`config.mk`:
```
export PLATFORM = sky130hd
export DESIGN_NAME = tanimoto_run_ctrl
export DESIGN_NICKNAME = d
export VERILOG_FILES = /design/src/rtl/tanimoto_ctrl_pkg.sv /design/src/rtl/tanimoto_run_ctrl.sv
export SDC_FILE = /design/constraint.sdc
export NUM_CORES = 1
export LEC_CHECK = 0
export BUFFER_PORTS_ARGS = -buffer_cell sky130_fd_sc_hd__buf_2
export CAP_MARGIN = 20
export CORE_ASPECT_RATIO = 0.75
export CORE_MARGIN = 3
export CORE_UTILIZATION = 40
export CTS_BUF_LIST = sky130_fd_sc_hd__clkbuf_8
export CTS_CLUSTER_SIZE = 25
export DETAILED_ROUTE_END_ITERATION = 6
export MAX_ROUTING_LAYER = met4
export PLACE_DENSITY = 0.68
export SETUP_SLACK_MARGIN = 0.15
export SLEW_MARGIN = 10
export SYNTH_ARGS = -nofsm -noshare
export SYNTH_HDL_FRONTEND = slang
export SYNTH_SLANG_ARGS = --single-unit
```
`constraint.sdc`:
```
create_clock -name ap_clk -period 1.8 [get_ports ap_clk]
set_input_delay 0.27 -clock ap_clk [delete_from_list [all_inputs] [get_ports ap_clk]]
set_output_delay 0.27 -clock ap_clk [all_outputs]
set_load 0.01 [all_outputs]
```
`src/rtl/tanimoto_ctrl_pkg.sv`:
```
// tanimoto_ctrl_pkg: shared state encodings and width helpers for the tanimoto run controller
package tanimoto_ctrl_pkg;
  typedef enum logic [2:0] {
    ST_IDLE   = 3'd0,
    ST_LOAD   = 3'd1,
    ST_STREAM = 3'd2,
    ST_DRAIN  = 3'd3,
    ST_DONE   = 3'd4
  } state_t;
  function automatic int thr_cnt_width(input int thr_max);
    return $clog2(thr_max + 1);
  endfunction
endpackage

```
`src/rtl/tanimoto_run_ctrl.sv`:
```
// tanimoto_run_ctrl: loads per-run thresholds into the comparator BRAM, gates the vector stream, waits for the last ID pair
module tanimoto_run_ctrl
  import tanimoto_ctrl_pkg::*;
#(
  parameter int VECTOR_WIDTH   = 920,
  parameter int CNT_WIDTH      = $clog2(VECTOR_WIDTH),
  parameter int THR_MAX        = 16,
  parameter int BEAT_CNT_WIDTH = 24,
  localparam int THR_W         = thr_cnt_width(THR_MAX)
) (
  input  logic                      ap_clk,
  input  logic                      ap_rst,
  input  logic                      i_Start,
  input  logic [THR_W-1:0]          i_ThrCount,
  input  logic [CNT_WIDTH-1:0]      S_AXIS_THR_tdata,
  input  logic                      S_AXIS_THR_tvalid,
  output logic                      S_AXIS_THR_tready,
  output logic [CNT_WIDTH-1:0]      o_BRAM_Addr,
  output logic [CNT_WIDTH-1:0]      o_BRAM_Din,
  output logic                      o_BRAM_En,
  output logic                      o_BRAM_WrEn,
  input  logic                      S_AXIS_DATA_tvalid,
  input  logic                      S_AXIS_DATA_tlast,
  output logic                      S_AXIS_DATA_tready,
  output logic                      o_Valid,
  input  logic                      i_Read,
  input  logic                      M_AXIS_ID_PAIR_tvalid,
  input  logic                      M_AXIS_ID_PAIR_tready,
  input  logic                      M_AXIS_ID_PAIR_tlast,
  output logic                      o_Busy,
  output logic                      o_Done,
  output logic [BEAT_CNT_WIDTH-1:0] o_BeatCount
);
  state_t state, next;
  logic [THR_W-1:0] cnt, idx, start_cnt;
  logic seen, in_stream, thr_hs, data_hs, id_last, start;
  assign start_cnt = (i_ThrCount > THR_W'(THR_MAX)) ? THR_W'(THR_MAX) : i_ThrCount;
  assign start = (state == ST_IDLE) && i_Start;
  assign in_stream = state == ST_STREAM;
  assign S_AXIS_THR_tready = state == ST_LOAD;
  assign S_AXIS_DATA_tready = in_stream && i_Read;
  assign o_Valid = in_stream && S_AXIS_DATA_tvalid;
  assign o_Done = state == ST_DONE;
  assign thr_hs = S_AXIS_THR_tvalid && S_AXIS_THR_tready;
  assign data_hs = in_stream && S_AXIS_DATA_tvalid && i_Read;
  assign id_last = M_AXIS_ID_PAIR_tvalid && M_AXIS_ID_PAIR_tready && M_AXIS_ID_PAIR_tlast;
  always_ff @(posedge ap_clk) begin
    if (ap_rst) state <= ST_IDLE;
    else state <= next;
  end
  // The ID-pair tlast may leave before the data tlast, so DRAIN also honours the sticky flag.
  always_comb begin
    next = state;
    case (state)
      ST_IDLE:   next = i_Start ? ((start_cnt != '0) ? ST_LOAD : ST_STREAM) : ST_IDLE;
      ST_LOAD:   next = (thr_hs && idx == cnt - THR_W'(1)) ? ST_STREAM : ST_LOAD;
      ST_STREAM: next = (data_hs && S_AXIS_DATA_tlast) ? ST_DRAIN : ST_STREAM;
      ST_DRAIN:  next = (seen || id_last) ? ST_DONE : ST_DRAIN;
      default:   next = ST_IDLE;
    endcase
  end
  always_ff @(posedge ap_clk) begin
    if (ap_rst) begin
      o_Busy      <= 1'b0;
      o_BRAM_En   <= 1'b0;
      o_BRAM_WrEn <= 1'b0;
      o_BRAM_Addr <= '0;
      o_BRAM_Din  <= '0;
      o_BeatCount <= '0;
      cnt         <= '0;
      idx         <= '0;
      seen        <= 1'b0;
    end else begin
      o_Busy      <= state != ST_IDLE;
      o_BRAM_En   <= thr_hs;
      o_BRAM_WrEn <= thr_hs;
      if (thr_hs) begin
        o_BRAM_Addr <= CNT_WIDTH'(idx);
        o_BRAM_Din  <= S_AXIS_THR_tdata;
        idx         <= idx + THR_W'(1);
      end
      if (start) begin
        cnt         <= start_cnt;
        idx         <= '0;
        seen        <= 1'b0;
        o_BeatCount <= '0;
      end else begin
        if (state != ST_IDLE && id_last) seen <= 1'b1;
        if (data_hs && !(&o_BeatCount)) o_BeatCount <= o_BeatCount + BEAT_CNT_WIDTH'(1);
      end
    end
  end
endmodule

```
Yosys cells after proc, flatten, opt, wreduce, memory -nomap -nowiden

Index checks and enable logic that the tools add are counted.

Flip-flop bits (word level): 55
Latch bits: 0
Memory bits (writable): 0
Bits in read-only memories: 0
Input bits: 25
Output and inout port bits: 51
Word-level logic and storage cells: 43
Memories kept: 0

Add/sub/neg operators: 3
Multipliers: 0
Div/mod/pow operators: 0
Magnitude comparators: 1
Eq/ne operators: 5
Shifts and indexed selects: 0
Multiplexer cells: 7
Bitwise operators: 0
Reduce and logical (&&, ||, !) cells: 18

Operators by type and width:

| kind                                                                | count |
|---|---|
| 24-bit by 1-bit adder with 24-bit output (second input constant)    | 1 |
| 24-bit AND reduction                                                | 1 |
| 3-bit one-hot mux with 4 select lines                               | 1 |
| 1-bit logical AND                                                   | 11 |
| 3-bit by 2-bit == test with 1-bit output (second input constant)    | 2 |
| 2-bit two-way mux                                                   | 3 |
| 5-bit by 1-bit adder with 5-bit output (second input constant)      | 1 |
| 5-bit == test                                                       | 1 |
| 5-bit > comparator (second input constant)                          | 1 |
| 5-bit two-way mux                                                   | 1 |
| 5-bit nonzero test                                                  | 1 |
| 5-bit by 1-bit subtractor with 5-bit output (second input constant) | 1 |
| 3-bit by 1-bit == test with 1-bit output (second input constant)    | 1 |
| 3-bit == test (second input constant)                               | 1 |
| 3-bit zero test                                                     | 1 |
| 3-bit two-way mux                                                   | 1 |
| 3-bit nonzero test                                                  | 1 |
| 2-bit OR reduction                                                  | 1 |
| 1-bit zero test                                                     | 1 |
| 1-bit logical OR                                                    | 1 |
| 1-bit two-way mux                                                   | 1 |

Depth between registers and ports, before layout

Depth after elaboration: 6
Gate-level depth with buffers: 7

Least setup slack after synthesis

No wires, ideal clock.

Path type: register to register
From: register o_BeatCount[2]
To: register o_BeatCount[21]
Setup time: 70 ps
Arrival time: 1921 ps
Setup slack: -191 ps
Cell stages (with the launch flop): 8
Clock period less this slack: 1991 ps
Path through: dfxtp_1 > buf_2 > nand4_2 > or2_1 > buf_6 > or3_1 > or4_1 > a21oi_1

Cells in the longest elaborated chain, start to end: 3
Elaborated cells on any way between the ends: 4
Those cells by class: 1 x add/sub; 3 x reduce/logical

Ends and longest elaborated chain:

| item                                                                                             | RTL line                | RTL |
|---|---|---|
| start, declared                                                                                  | tanimoto_run_ctrl.sv:32 | `output logic [BEAT_CNT_WIDTH-1:0] o_BeatCount` |
| start signal, assigned                                                                           | tanimoto_run_ctrl.sv:89 | `if (data_hs && !(&o_BeatCount)) o_BeatCount <= o_BeatCount + BEAT_CNT_WIDTH'(1);` |
| parallel branches: the longest is 3 deep, another holds 24-bit by 1-bit adder with 24-bit output | -                       |  |

Parallel ways; which one is timed is not known.
A chain may end at the register's enable or synchronous reset.

Worst setup path in the final report

From: register state[0]
To: register o_BeatCount[21]

Cells in the longest elaborated chain, start to end: 4
Elaborated cells on any way between the ends: 7
Those cells by class: 1 x eq/ne; 6 x reduce/logical

Ends and longest elaborated chain:

| item                                     | RTL line                | RTL |
|---|---|---|
| start, declared                          | tanimoto_run_ctrl.sv:34 | `state_t state, next;` |
| start signal, assigned                   | tanimoto_run_ctrl.sv:49 | `else state <= next;` |
| 3-bit by 2-bit == test with 1-bit output | tanimoto_run_ctrl.sv:39 | `assign in_stream = state == ST_STREAM;` |
| 1-bit logical AND (2 in series)          | tanimoto_run_ctrl.sv:45 | `assign data_hs = in_stream && S_AXIS_DATA_tvalid && i_Read;` |
| 1-bit logical AND                        | tanimoto_run_ctrl.sv:89 |  |

Parallel ways exist; a longest one is shown, timed or not.

==> metrics.cfg <==
[worst_hold_path]
min_from=S_AXIS_THR_tdata[6]
hold_class=in -> reg
min_to=o_BRAM_Din[6]
min_path_cells=3

[yosys]
synth_seq_cells=55
ys.warnings.count=0
synth.avg_cell_area_um2=8.23
synth_area_leader_cell=dfxtp_1
postSynth.asyncResetShare=0
netlist_instances=314
synth_ff_type=dfxtp_1
synth-edff-count=0
ys_seq_area_frac=0.426
synth.distinct_cells=48
synth.top_cell.area_share=0.426
netlist_area_um2=2580
synth_area_leaders=dfxtp_1 (43%), nand2_1 (7.1%), a21oi_1 (6.0%)

[place]
dpl.cell_count=481
place_area_um2=3240
place.gp.congestion=0.816
port_buffers=70
dp_hpwl_um=4920

[sta]
fmax_mhz=572
finalCriticalPeriod_ns=1.75
drv_slew=0
setup_viol=0
fin_worst_skew_ns=0.0139
finalCritPeriodShare=0.971
rsz0062_at_grt=yes
final_hold_viol_count=0

[cts]
clock-root-buffer=clkbuf_8
clk_pin_slew_ns=0.11
cts_buffer_depth=2
numCtsBuffers=5
cts_max_level=2
cts.sinks=55
cts_tree=built
holdBufCountCts=0
insertion_delay_ns=0.31

[grt]
track_usage=0.175
overflow=0
grt_max_degree=25
grt_pass1_vias=2142
grt_pass1_wl_um=10300
antenna_found_initial=0

[power_and_ir_drop]
ir_drop_uv=295
power_density_nw_per_um2=603
leakagePower_uw=0.00153

[die]
ios=76
die-height_um=75.6
num_rows=24
die_area_um2=7470
start_util=0.428
core-area_um2=6040
die_width_um=98.8

[route]
drc=0
postRouteAntennaNets=0
via_count=2574
drt_iter0_markers=119
avgViaCountPerCell=5.17
wl_um=6870
firstDrtPassIters=4
avgRoutedWirePerCell_um=13.8

[setup_path]
crit_path_end_kind=flip-flop
worst-setup-path-type=reg -> reg
worstRegToRegCells=6
start_kind=flip-flop
cp.required_ns=2.06
regToRegSetupSlack_ns=0.05
crit_arrival_ns=2.01
worst_r2r_endpoint=o_BeatCount[21]
r2r_start=state[0]
cp_max_fo=8

[finish]
seq_area_um2=1120
areaGrowthSynthToFinish_pct=41.1
drive_above_1_share=0.412
nets=447
layout.cells.non_filler=498
fillers=553
final_cell_mix=buf_2 (70), nand2_1 (47), dfxtp_1 (41)
final_common_cell=buf_2
antenna_cells=0
multi_input_area_um2=1590
design_area_um2=3650

[outcome]
outcome=completed

[run]
drv_cap=0

-- registers in the layout (all words and copies together) (netlist names) --
signal       count
o_BRAM_WrEn      1
seen             1
state            3
o_BRAM_Din      10
cnt              5
o_BeatCount     24
o_BRAM_Addr      5
o_Busy           1
idx              5
-- power by group --
group	internal, uW	switching, uW
registers	1240	13.2
logic	100	123
clock network	287	442
total	1620	578
-- how the worst max path moves through the flow --
stage                         startpoint         endpoint  slack [ns]  cells past startpoint
after global routing      o_BeatCount[2]  o_BeatCount[21]       0.003                      5
after detailed placement          i_Read  o_BeatCount[15]       0.003                      7
after floorplan           o_BeatCount[2]  o_BeatCount[21]       -0.05                      7
after global placement    o_BeatCount[0]  o_BeatCount[13]       0.005                      7
after CTS                       state[0]  o_BeatCount[21]        0.08                      5
final                           state[0]  o_BeatCount[21]        0.05                      6
-- through the flow --
stage	utilization	total power (uW)	worst slack, ns	hold WS [ns]	TNS [ns]
floorplan	-	1410	-0.0509	0.406	-0.0654
global placement	0.537	1480	0.00546	0.440	0
detailed placement	0.537	1480	0.00295	0.446	0
CTS	0.563	2200	0.0832	0.167	0
global route	0.604	2300	0.00270	0.168	0
finish	0.604	2200	0.0525	0.179	0
-- critical path, cell delays in order, from the launching register on --
cell and delay [ns]:
dfxtp_2 0.33, and4bb_2 0.32, nand4_1 0.15, buf_4 0.17, a21o_4 0.20, or4_1 0.39, a21oi_1 0.12
-- area by class of cell --
type | instances | area share
Multi-Input combinational cell | 236 | 0.437
Sequential cell | 55 | 0.307
Timing Repair Buffer | 116 | 0.198
Tap cell | 78 | 0.0267
Clock buffer | 5 | 0.0189
Clock inverter | 3 | 0.00754
Inverter | 5 | 0.00514
-- routing by layer --
| metal | share of wire | up-vias | global-route usage |
|---|---|---|---|
| met3 | 0.059 | 6 | 0.0412 |
| met5 | 0 | - | - |
| met1 | 0.47 | 1187 | 0.248 |
| met4 | 0.0084 | 0 | 0.0379 |
| met2 | 0.46 | 75 | 0.254 |
| li1 | - | 1306 | - |
-- cells by family after synthesis --
logic type | after synthesis | share of synthesized area
adders and majority gates | 3 | 0.0145
and+or+nand+nor | 144 | 0.282
DFF | 55 | 0.426
AOI/OAI and AO/OA | 62 | 0.149
muxes | 2 | 0.00774
xor gates and xnor gates | 19 | 0.0644
buffers and inverters | 28 | 0.0557
other | 1 | 0.00145
-- synth_stat cells (all sizes together), types with 3 or more instances --
cell,number
clkbuf,6
o21ai,7
nand2,49
a211oi,3
a21oi,31
nand3,8
ha,3
nor3,3
inv,5
dfxtp,55
or4,6
nand2b,3
nand4,11
nor2,32
xor2,8
xnor2,11
buf,17
nor3b,6
a21boi,3
and3,5
or3,7
o211ai,3
-- what timing repair did --
item                                    CTS  global route
gates resized for setup                  13            44
pin swaps                                 9            11
endpoints found under the setup margin   20            33
buffers inserted                          2             5
gates cloned                              0             2
No activity file was read; power rests on OpenSTA's default activity.
